## config.mk

```make
export PLATFORM = sky130hd
export DESIGN_NAME = tx_scheduler_flat
export DESIGN_NICKNAME = d
export VERILOG_FILES = /design/src/rtl/tx_scheduler_if.sv /design/src/rtl/tx_scheduler.sv /design/src/flat_wrapper.sv
export SDC_FILE = /design/constraint.sdc
export NUM_CORES = 1
export LEC_CHECK = 0
export ABC_CLOCK_PERIOD_IN_PS = 3200
export CAP_MARGIN = 10
export CORE_MARGIN = 2
export CORE_UTILIZATION = 35
export CTS_BUF_LIST = sky130_fd_sc_hd__clkbuf_4
export DETAILED_ROUTE_END_ITERATION = 7
export PLACE_DENSITY = 0.71
export SLEW_MARGIN = 40
export SYNTH_ARGS = -nofsm -noshare
export SYNTH_HDL_FRONTEND = slang
export SYNTH_SLANG_ARGS = --single-unit
export TNS_END_PERCENT = 10
```

## constraint.sdc

```tcl
create_clock -name clk_i -period 3.2 [get_ports clk_i]
set_input_delay 0.64 -clock clk_i [delete_from_list [all_inputs] [get_ports clk_i]]
set_output_delay 0.64 -clock clk_i [all_outputs]
set_load 0.02 [all_outputs]
```

## src/rtl/tx_scheduler_if.sv

```systemverilog
// UART transmit scheduler bundle: register-side pushes,
// frontend launch/done handshake and shadowed frame config.
interface tx_scheduler_if #(
  parameter int DEPTH = 4
) ();
  localparam int LW = $clog2(DEPTH) + 1;

  logic          push_i;
  logic [7:0]    push_data_i;
  logic          flush_i;
  logic          enable_i;
  logic [15:0]   cr_clk_div_i;
  logic          cr_ds_i;
  logic [1:0]    cr_p_i;
  logic          cr_s_i;
  logic          done_i;
  logic          transmit_o;
  logic [7:0]    dr_o;
  logic [15:0]   clk_div_o;
  logic          ds_o;
  logic [1:0]    p_o;
  logic          s_o;
  logic          busy_o;
  logic          empty_o;
  logic          full_o;
  logic [LW-1:0] level_o;
  logic          overflow_o;

  modport master (
    output push_i, push_data_i, flush_i, enable_i,
    output cr_clk_div_i, cr_ds_i, cr_p_i, cr_s_i, done_i,
    input  transmit_o, dr_o, clk_div_o, ds_o, p_o, s_o,
    input  busy_o, empty_o, full_o, level_o, overflow_o
  );

  modport slave (
    input  push_i, push_data_i, flush_i, enable_i,
    input  cr_clk_div_i, cr_ds_i, cr_p_i, cr_s_i, done_i,
    output transmit_o, dr_o, clk_div_o, ds_o, p_o, s_o,
    output busy_o, empty_o, full_o, level_o, overflow_o
  );
endinterface

```

## src/rtl/tx_scheduler.sv

```systemverilog
// UART transmit scheduler: byte FIFO plus launch/wait FSM
// that shadows the frame config at every launch.
module tx_scheduler #(
  parameter int DEPTH = 4
) (
  input  logic          clk_i,
  input  logic          rst_ni,
  tx_scheduler_if.slave bus
);
  localparam int AW = $clog2(DEPTH);
  localparam int LW = AW + 1;

  localparam logic [1:0] IDLE   = 2'd0;
  localparam logic [1:0] LAUNCH = 2'd1;
  localparam logic [1:0] WAIT   = 2'd2;

  logic [1:0]    state_q;
  logic [7:0]    mem_q [DEPTH];
  logic [AW-1:0] wp_q;
  logic [AW-1:0] rp_q;
  logic [LW-1:0] level_q;
  logic [LW-1:0] level_d;
  logic          empty_q;
  logic          full_q;
  logic          ovf_q;
  logic          tx_q;
  logic          busy_q;
  logic [7:0]    dr_q;
  logic [15:0]   div_q;
  logic          ds_q;
  logic [1:0]    p_q;
  logic          s_q;
  logic          push_ok;
  logic          pop;

  // Push uses pre-pop fullness; launch needs idle, enable and data.
  always_comb begin
    push_ok = bus.push_i & ~full_q & ~bus.flush_i;
    pop     = (state_q == IDLE) & bus.enable_i
            & ~empty_q & ~bus.flush_i;
    level_d = level_q
            + {{(LW-1){1'b0}}, push_ok}
            - {{(LW-1){1'b0}}, pop};
  end

  // FIFO storage; contents need no reset.
  always_ff @(posedge clk_i) begin
    if (push_ok) mem_q[wp_q] <= bus.push_data_i;
  end

  // Pointers, occupancy and registered flags.
  always_ff @(posedge clk_i or negedge rst_ni) begin
    if (!rst_ni) begin
      wp_q    <= '0;
      rp_q    <= '0;
      level_q <= '0;
      empty_q <= 1'b1;
      full_q  <= 1'b0;
      ovf_q   <= 1'b0;
    end else begin
      ovf_q <= bus.push_i & full_q & ~bus.flush_i;
      if (bus.flush_i) begin
        wp_q    <= '0;
        rp_q    <= '0;
        level_q <= '0;
        empty_q <= 1'b1;
        full_q  <= 1'b0;
      end else begin
        if (push_ok) wp_q <= wp_q + 1'b1;
        if (pop)     rp_q <= rp_q + 1'b1;
        level_q <= level_d;
        empty_q <= (level_d == '0);
        full_q  <= (level_d == LW'(DEPTH));
      end
    end
  end

  // Launch FSM with byte and config shadows.
  always_ff @(posedge clk_i or negedge rst_ni) begin
    if (!rst_ni) begin
      state_q <= IDLE;
      tx_q    <= 1'b0;
      busy_q  <= 1'b0;
      dr_q    <= '0;
      div_q   <= '0;
      ds_q    <= 1'b0;
      p_q     <= '0;
      s_q     <= 1'b0;
    end else begin
      tx_q <= 1'b0;
      unique case (state_q)
        IDLE: begin
          if (pop) begin
            state_q <= LAUNCH;
            tx_q    <= 1'b1;
            busy_q  <= 1'b1;
            dr_q    <= mem_q[rp_q];
            div_q   <= bus.cr_clk_div_i;
            ds_q    <= bus.cr_ds_i;
            p_q     <= bus.cr_p_i;
            s_q     <= bus.cr_s_i;
          end
        end
        LAUNCH: state_q <= WAIT;
        WAIT: begin
          if (bus.done_i) begin
            state_q <= IDLE;
            busy_q  <= 1'b0;
          end
        end
        default: state_q <= IDLE;
      endcase
    end
  end

  assign bus.transmit_o = tx_q;
  assign bus.busy_o     = busy_q;
  assign bus.dr_o       = dr_q;
  assign bus.clk_div_o  = div_q;
  assign bus.ds_o       = ds_q;
  assign bus.p_o        = p_q;
  assign bus.s_o        = s_q;
  assign bus.empty_o    = empty_q;
  assign bus.full_o     = full_q;
  assign bus.level_o    = level_q;
  assign bus.overflow_o = ovf_q;
endmodule

```

## src/flat_wrapper.sv

```systemverilog
// flat-port wrapper written by rule: the top's interface ports become plain ports
module tx_scheduler_flat 
#(
  parameter int DEPTH = 4
)
  (clk_i, rst_ni, bus_push_i, bus_push_data_i, bus_flush_i, bus_enable_i, bus_cr_clk_div_i, bus_cr_ds_i, bus_cr_p_i, bus_cr_s_i, bus_done_i, bus_transmit_o, bus_dr_o, bus_clk_div_o, bus_ds_o, bus_p_o, bus_s_o, bus_busy_o, bus_empty_o, bus_full_o, bus_level_o, bus_overflow_o);
  tx_scheduler_if #(.DEPTH(DEPTH)) bus_i ();
  input  logic clk_i;
  input  logic rst_ni;
  input wire logic [$bits(bus_i.push_i)-1:0] bus_push_i;
  input wire logic [$bits(bus_i.push_data_i)-1:0] bus_push_data_i;
  input wire logic [$bits(bus_i.flush_i)-1:0] bus_flush_i;
  input wire logic [$bits(bus_i.enable_i)-1:0] bus_enable_i;
  input wire logic [$bits(bus_i.cr_clk_div_i)-1:0] bus_cr_clk_div_i;
  input wire logic [$bits(bus_i.cr_ds_i)-1:0] bus_cr_ds_i;
  input wire logic [$bits(bus_i.cr_p_i)-1:0] bus_cr_p_i;
  input wire logic [$bits(bus_i.cr_s_i)-1:0] bus_cr_s_i;
  input wire logic [$bits(bus_i.done_i)-1:0] bus_done_i;
  output wire logic [$bits(bus_i.transmit_o)-1:0] bus_transmit_o;
  output wire logic [$bits(bus_i.dr_o)-1:0] bus_dr_o;
  output wire logic [$bits(bus_i.clk_div_o)-1:0] bus_clk_div_o;
  output wire logic [$bits(bus_i.ds_o)-1:0] bus_ds_o;
  output wire logic [$bits(bus_i.p_o)-1:0] bus_p_o;
  output wire logic [$bits(bus_i.s_o)-1:0] bus_s_o;
  output wire logic [$bits(bus_i.busy_o)-1:0] bus_busy_o;
  output wire logic [$bits(bus_i.empty_o)-1:0] bus_empty_o;
  output wire logic [$bits(bus_i.full_o)-1:0] bus_full_o;
  output wire logic [$bits(bus_i.level_o)-1:0] bus_level_o;
  output wire logic [$bits(bus_i.overflow_o)-1:0] bus_overflow_o;
  assign bus_i.push_i = bus_push_i;
  assign bus_i.push_data_i = bus_push_data_i;
  assign bus_i.flush_i = bus_flush_i;
  assign bus_i.enable_i = bus_enable_i;
  assign bus_i.cr_clk_div_i = bus_cr_clk_div_i;
  assign bus_i.cr_ds_i = bus_cr_ds_i;
  assign bus_i.cr_p_i = bus_cr_p_i;
  assign bus_i.cr_s_i = bus_cr_s_i;
  assign bus_i.done_i = bus_done_i;
  assign bus_transmit_o = bus_i.transmit_o;
  assign bus_dr_o = bus_i.dr_o;
  assign bus_clk_div_o = bus_i.clk_div_o;
  assign bus_ds_o = bus_i.ds_o;
  assign bus_p_o = bus_i.p_o;
  assign bus_s_o = bus_i.s_o;
  assign bus_busy_o = bus_i.busy_o;
  assign bus_empty_o = bus_i.empty_o;
  assign bus_full_o = bus_i.full_o;
  assign bus_level_o = bus_i.level_o;
  assign bus_overflow_o = bus_i.overflow_o;
  tx_scheduler #(.DEPTH(DEPTH)) u_core (.clk_i(clk_i), .rst_ni(rst_ni), .bus(bus_i));
endmodule
```

# Word-level counts from Yosys, hierarchy flattened
# Memory sizes are Yosys's and may differ from the RTL's. A register that Yosys moved wholly into a read port is not among the register bits.
# Cells that the tools add are included.
dict set report totals {
  regBits 34
  mem_bits_rw 32
  input_bits 34
  n_memories 1
}
dict set report op_classes {
  add_sub_neg 4
  eq_ne 5
  n_mux 17
  bitwise 10
  n_reduce_logical 9
}
# memory depth word_bits rd rd_clocked_by_memory_dff write_ports line_no
set mem_list {}
lappend mem_list {u_core.mem_q 4 8 1 1 1 tx_scheduler.sv:18} ;# logic [7:0] mem_q [DEPTH];
# operator n
set op_table {}
lappend op_table {{2-to-1 mux 2 bit} 6}
lappend op_table {{2-to-1 mux 1 bit} 8}
lappend op_table {{bitwise AND 1 bit} 7}
lappend op_table {{one-hot mux 2 bit (3 select lines)} 1}
lappend op_table {{nonzero test 2 bit} 3}
lappend op_table {{adder 2 x 1 -> 2 bit (second input constant)} 2}
lappend op_table {{AND reduction 2 bit} 2}
lappend op_table {{adder 3 x 1 -> 3 bit} 1}
lappend op_table {{== test 3 bit (second input constant)} 1}
lappend op_table {{logical NOT 3 bit} 1}
lappend op_table {{2-to-1 mux 3 bit} 1}
lappend op_table {{NOT 1 bit} 3}
lappend op_table {{AND reduction 3 bit} 1}
lappend op_table {{subtractor 3 x 1 -> 3 bit} 1}
lappend op_table {{== test 2 x 1 -> 1 bit (second input constant)} 1}
lappend op_table {{== test 2 bit (second input constant)} 1}
lappend op_table {{logical NOT 2 bit} 1}
lappend op_table {{!= test 2 x 1 -> 1 bit (second input constant)} 1}
lappend op_table {{!= test 2 bit (second input constant)} 1}
lappend op_table {{one-hot mux 1 bit (2 select lines)} 1}
lappend op_table {{logical NOT 1 bit} 1}

# Longest topological paths before layout
dict set report logic_depth {
  word_depth 7
  depth_mapped 12
  mapped_depth_nobuf 10
}

# Least setup slack after synthesis
# OpenSTA, ideal clock, no wires.
dict set report synth_path {
  path_kind {input -> register}
  start {input bus_enable_i}
  end {register u_core.full_q, in the netlist u_core.bus.full_o}
  arrival_ns 2.760
  setup_slack_ns 0.374
  path_stages 12
  n_path_buf 2
  cell_sequence {or4b_4 buf_6 nor2_8 buf_12 ha_1 inv_1 ha_1 inv_1 fa_1 xnor3_1 nor2_1 and3_1}
}
dict set report synth_via {
  elab_chain_len 6
}
# element line_no
set synth_lines {}
lappend synth_lines {{start: declaration} flat_wrapper.sv:13} ;# input wire logic [$bits(bus_i.enable_i)-1:0] bus_enable_i;
lappend synth_lines {{bitwise AND 1 bit} tx_scheduler.sv:39} ;# pop = (state_q == IDLE) & bus.enable_i
lappend synth_lines {{bitwise AND 1 bit (2 in a row)} tx_scheduler.sv:40} ;# & ~empty_q & ~bus.flush_i;
lappend synth_lines {{subtractor 3 x 1 -> 3 bit} tx_scheduler.sv:43} ;# - {{(LW-1){1'b0}}, pop};
lappend synth_lines {{== test 3 bit} tx_scheduler.sv:73} ;# full_q <= (level_d == LW'(DEPTH));
lappend synth_lines {{2-to-1 mux 1 bit} tx_scheduler.sv:62} ;# if (bus.flush_i) begin
lappend synth_lines {{end signal: assignment} tx_scheduler.sv:73}
lappend synth_lines {{end: declaration} tx_scheduler.sv:24} ;# logic full_q;
# Every way passes these cells.
# A chain may end at the register's enable or synchronous reset.

# Worst setup path after layout
# Same ends and word-level chain as after synthesis.

==> metrics.md <==
| Metric | Value |
|---|---|
| DRT Pass-1 Iters | 4 |
| Post-CTS Hold Buffers | 0 |
| DIE AREA | approximately 9500 um^2 |
| Fraction of layout cells with a size suffix above 1 | 23.8% |
| Worst-Skew Late Latency | about 400 ps |
| Die Height | 97.2 um |
| Nets | 280 |
| Yosys reg bits | between 70 and 80 |
| # resized after CTS | 0 |
| Max Clk Rate | 0.366 GHz |
| RePlAce Congestion | 0.713 |
| Syn Inst Count | approximately 160 |
| CTS H-Tree Depth | 3 |
| Max cap viols | 0 |
| Crit end category | flop |
| Reg clk slew, reported paths | between 100 and 150 ps |
| Worst-Margin Slew | 591 ps |
| Headroom to the max-slew limit | 60.6% |
| VDD IR-drop max | about 0.34 mV |
| First-pass GRT wire length | 8490 um |
| Row count | 34 |
| Clock root cell | clkbuf_4 |
| Starting Density | 35.4% |
| Core Region | 8590 um^2 |
| Setup Crit Path Kind | in2reg |
| Top cells by area, synth | dfrtp_1, edfxtp_1, mux2_4 |
| Detailed placement HPWL | 3440 um |
| Leakage Power | 1.60 nW |
| Worst setup SP type | input port |
| Final WS setup | 470 ps |
| Slowest stage cell, crit path | or4b_4 |
| Status | finished clean |
| Cell Pwr Density | 868 nW/um^2 |
| Chip width | 97.2 um |
| Main synth FF type | dfrtp_1 |
| Area Overhead vs Synth | 30.7% |
| Final max-slew violation count | 0 |
| Crit path max fanout | 7 |
| # fillers | 771 |
| Top cell type's share of synthesized area | 33.7% |
| Post-CTS setup buffers | 0 |
| Largest net degree at the start of global routing | 43 |
| Yosys top cell by area | dfrtp_1 |
| Crit share post-route | a little under nine tenths |
| Fin Hold WS | 202 ps |
| Seq/Total Area, Yosys | 66.2% |
| PortBufs | 69 |
| CP Cell Sequence | clkdlybuf4s50_1 > or4b_4 > nor2_8 > ha_1 > inv_1 > ha_1 > inv_1 > fa_1 > xnor3_1 > nor2_1 > and3_1 |
| Commonest cells in the netlist | dfrtp_1, edfxtp_1, mux2_4 |
| # IOs | 70 |
| Total CTS buffers | 9 |
| CP max stage delay | 530 ps |
| Initial DRC count | 55 |
| Final Core Density | 46.3% |
| Initial antenna violation count | 0 |
| Worst slack, placed | 29.3 ps |
| Synth Area per Inst | 18.5 um^2 |
| GR Overflow Total | 0 |
| Antenna Diode Count | 0 |
| Syn Std Cell Area | 3040 um^2 |
| Synthesis warning total | 0 |
| Clock buffer depth | 2 |
| RSZ-0062 raised after global routing | no |
| CTS tree | done |
| Number of global-route vias before repair | 1636 |
| Library cells used by synthesis | 30 |
| CP arrival | around 3100 ps |
| Vias per cell | 4.50 |
| Critical Path RT | between 3000 and 4000 ps |
| Setup violations, final | 0 |
| Async S/R FF share, synth | 56.8% |
| HP Class | in2async |
| Syn nets | 205 |
| Clock skew | 11.5 ps |
| Overall Global Routing Usage | 11.7% |
| Top-count cell post-synth | dfrtp_1 |
| DRC viols | 0 |
| Setup TNS | 0 ps |
| EDFF count, synth | 32 |
| Final ANT Viol Nets | 0 |
| CTS sink count | 74 |
| Avg WL per Cell | around 15 um |
| Fin crit period | between 2000 and 3000 ps |
| Via Count | 1585 |
| WL final | between 5000 and 6000 um |
| Final hold vios | 0 |
| Total Power | between 3 and 4 mW |
-- layout by cell type (no fill, tap or decap), types with 2 or more instances in the layout --
master,synthesis,final
mux4_2,8,8
buf_4,0,3
mux2_4,28,28
dfrtp_1,41,41
bufinv_16,0,3
nor2_1,10,10
nor2b_1,2,2
inv_1,7,7
a21oi_1,3,3
ha_1,6,6
nand2_1,2,2
and2_1,4,4
clkdlybuf4s50_1,0,68
clkbuf_4,0,10
edfxtp_1,32,32
-- final cells by class --
type | instances | area (um^2) | area share, %
Sequential cell | 74 | 2010 | 50.6
Multi-Input combinational cell | 76 | 918 | 23.1
Timing Repair Buffer | 71 | 703 | 17.7
Tap cell | 108 | 135 | 3.40
Clock inverter | 6 | 104 | 2.61
Clock buffer | 10 | 75.1 | 1.89
Inverter | 7 | 26.3 | 0.661
-- power breakdown --
part / internal [mW] / total [mW] / switching [mW]
combinational: 0.768 / 1.32 / 0.555
sequential: 1.26 / 1.41 / 0.157
clock: 0.401 / 0.714 / 0.313
total: 2.42 / 3.45 / 1.03
-- path summary, 6_finish.rpt --
| check | slack (ps) | to | cells past startpoint | start |
|---|---|---|---|---|
| min in group clk_i | 490 | u_core.bus.busy_o | 1 | u_core.bus.busy_o |
| setup reg to reg | 680 | u_core.bus.full_o | 10 | u_core.state_q[1] |
| hold / removal | 200 | u_core.bus.clk_div_o[10] | 1 | rst_ni |
| max in group asynchronous | 2620 | u_core.bus.empty_o | 1 | rst_ni |
| setup / recovery | 470 | u_core.bus.full_o | 11 | bus_enable_i |
| hold reg to reg | 490 | u_core.bus.busy_o | 1 | u_core.bus.busy_o |
-- per-layer routing --
layer	track usage (%)	up-vias	part of all wire, %
met5	0	-	0
met4	6.41	0	1.5
met3	3.09	7	5.7
met2	19.0	51	51
met1	14.3	790	42
li1	-	737	-
-- sequential cells by signal (all words and copies together) (netlist names) --
name / cells
u_core.bus.overflow_o: 1
u_core.bus.dr_o: 8
u_core.bus.p_o: 2
u_core.bus.empty_o: 1
u_core.bus.s_o: 1
u_core.bus.ds_o: 1
u_core.state_q: 2
u_core.bus.transmit_o: 1
u_core.rp_q: 2
u_core.wp_q: 2
u_core.bus.busy_o: 1
u_core.mem_q: 32
u_core.bus.full_o: 1
u_core.bus.level_o: 3
u_core.bus.clk_div_o: 16
-- logic make-up (layout without fill, tap and decap cells) --
family / Yosys count / count (layout) / synth area share (%)
buf+inv: 14 / 94 / 3.62
compound gates: 5 / 5 / 0.905
fa+ha+maj: 7 / 7 / 3.13
mux: 38 / 38 / 20.4
simple gates: 24 / 24 / 4.69
xor+xnor: 2 / 2 / 1.03
flops: 74 / 74 / 66.2
-- through the flow --
stage                     instances  area [um^2]
after detailed placement        336         3800
after CTS                       352         3980
final                           352         3980
after floorplan                 164         3040
after global routing            352         3980
after global placement          336         3790
-- critical path: cells and delay by family --
family                   cells  cell delay [ps]
AND/OR/NAND/NOR              4              980
buffers and inverters        3              560
adder cells (fa/ha/maj)      3              720
XOR/XNOR                     1              180
Note: power is estimated with default switching activity, not from simulation.
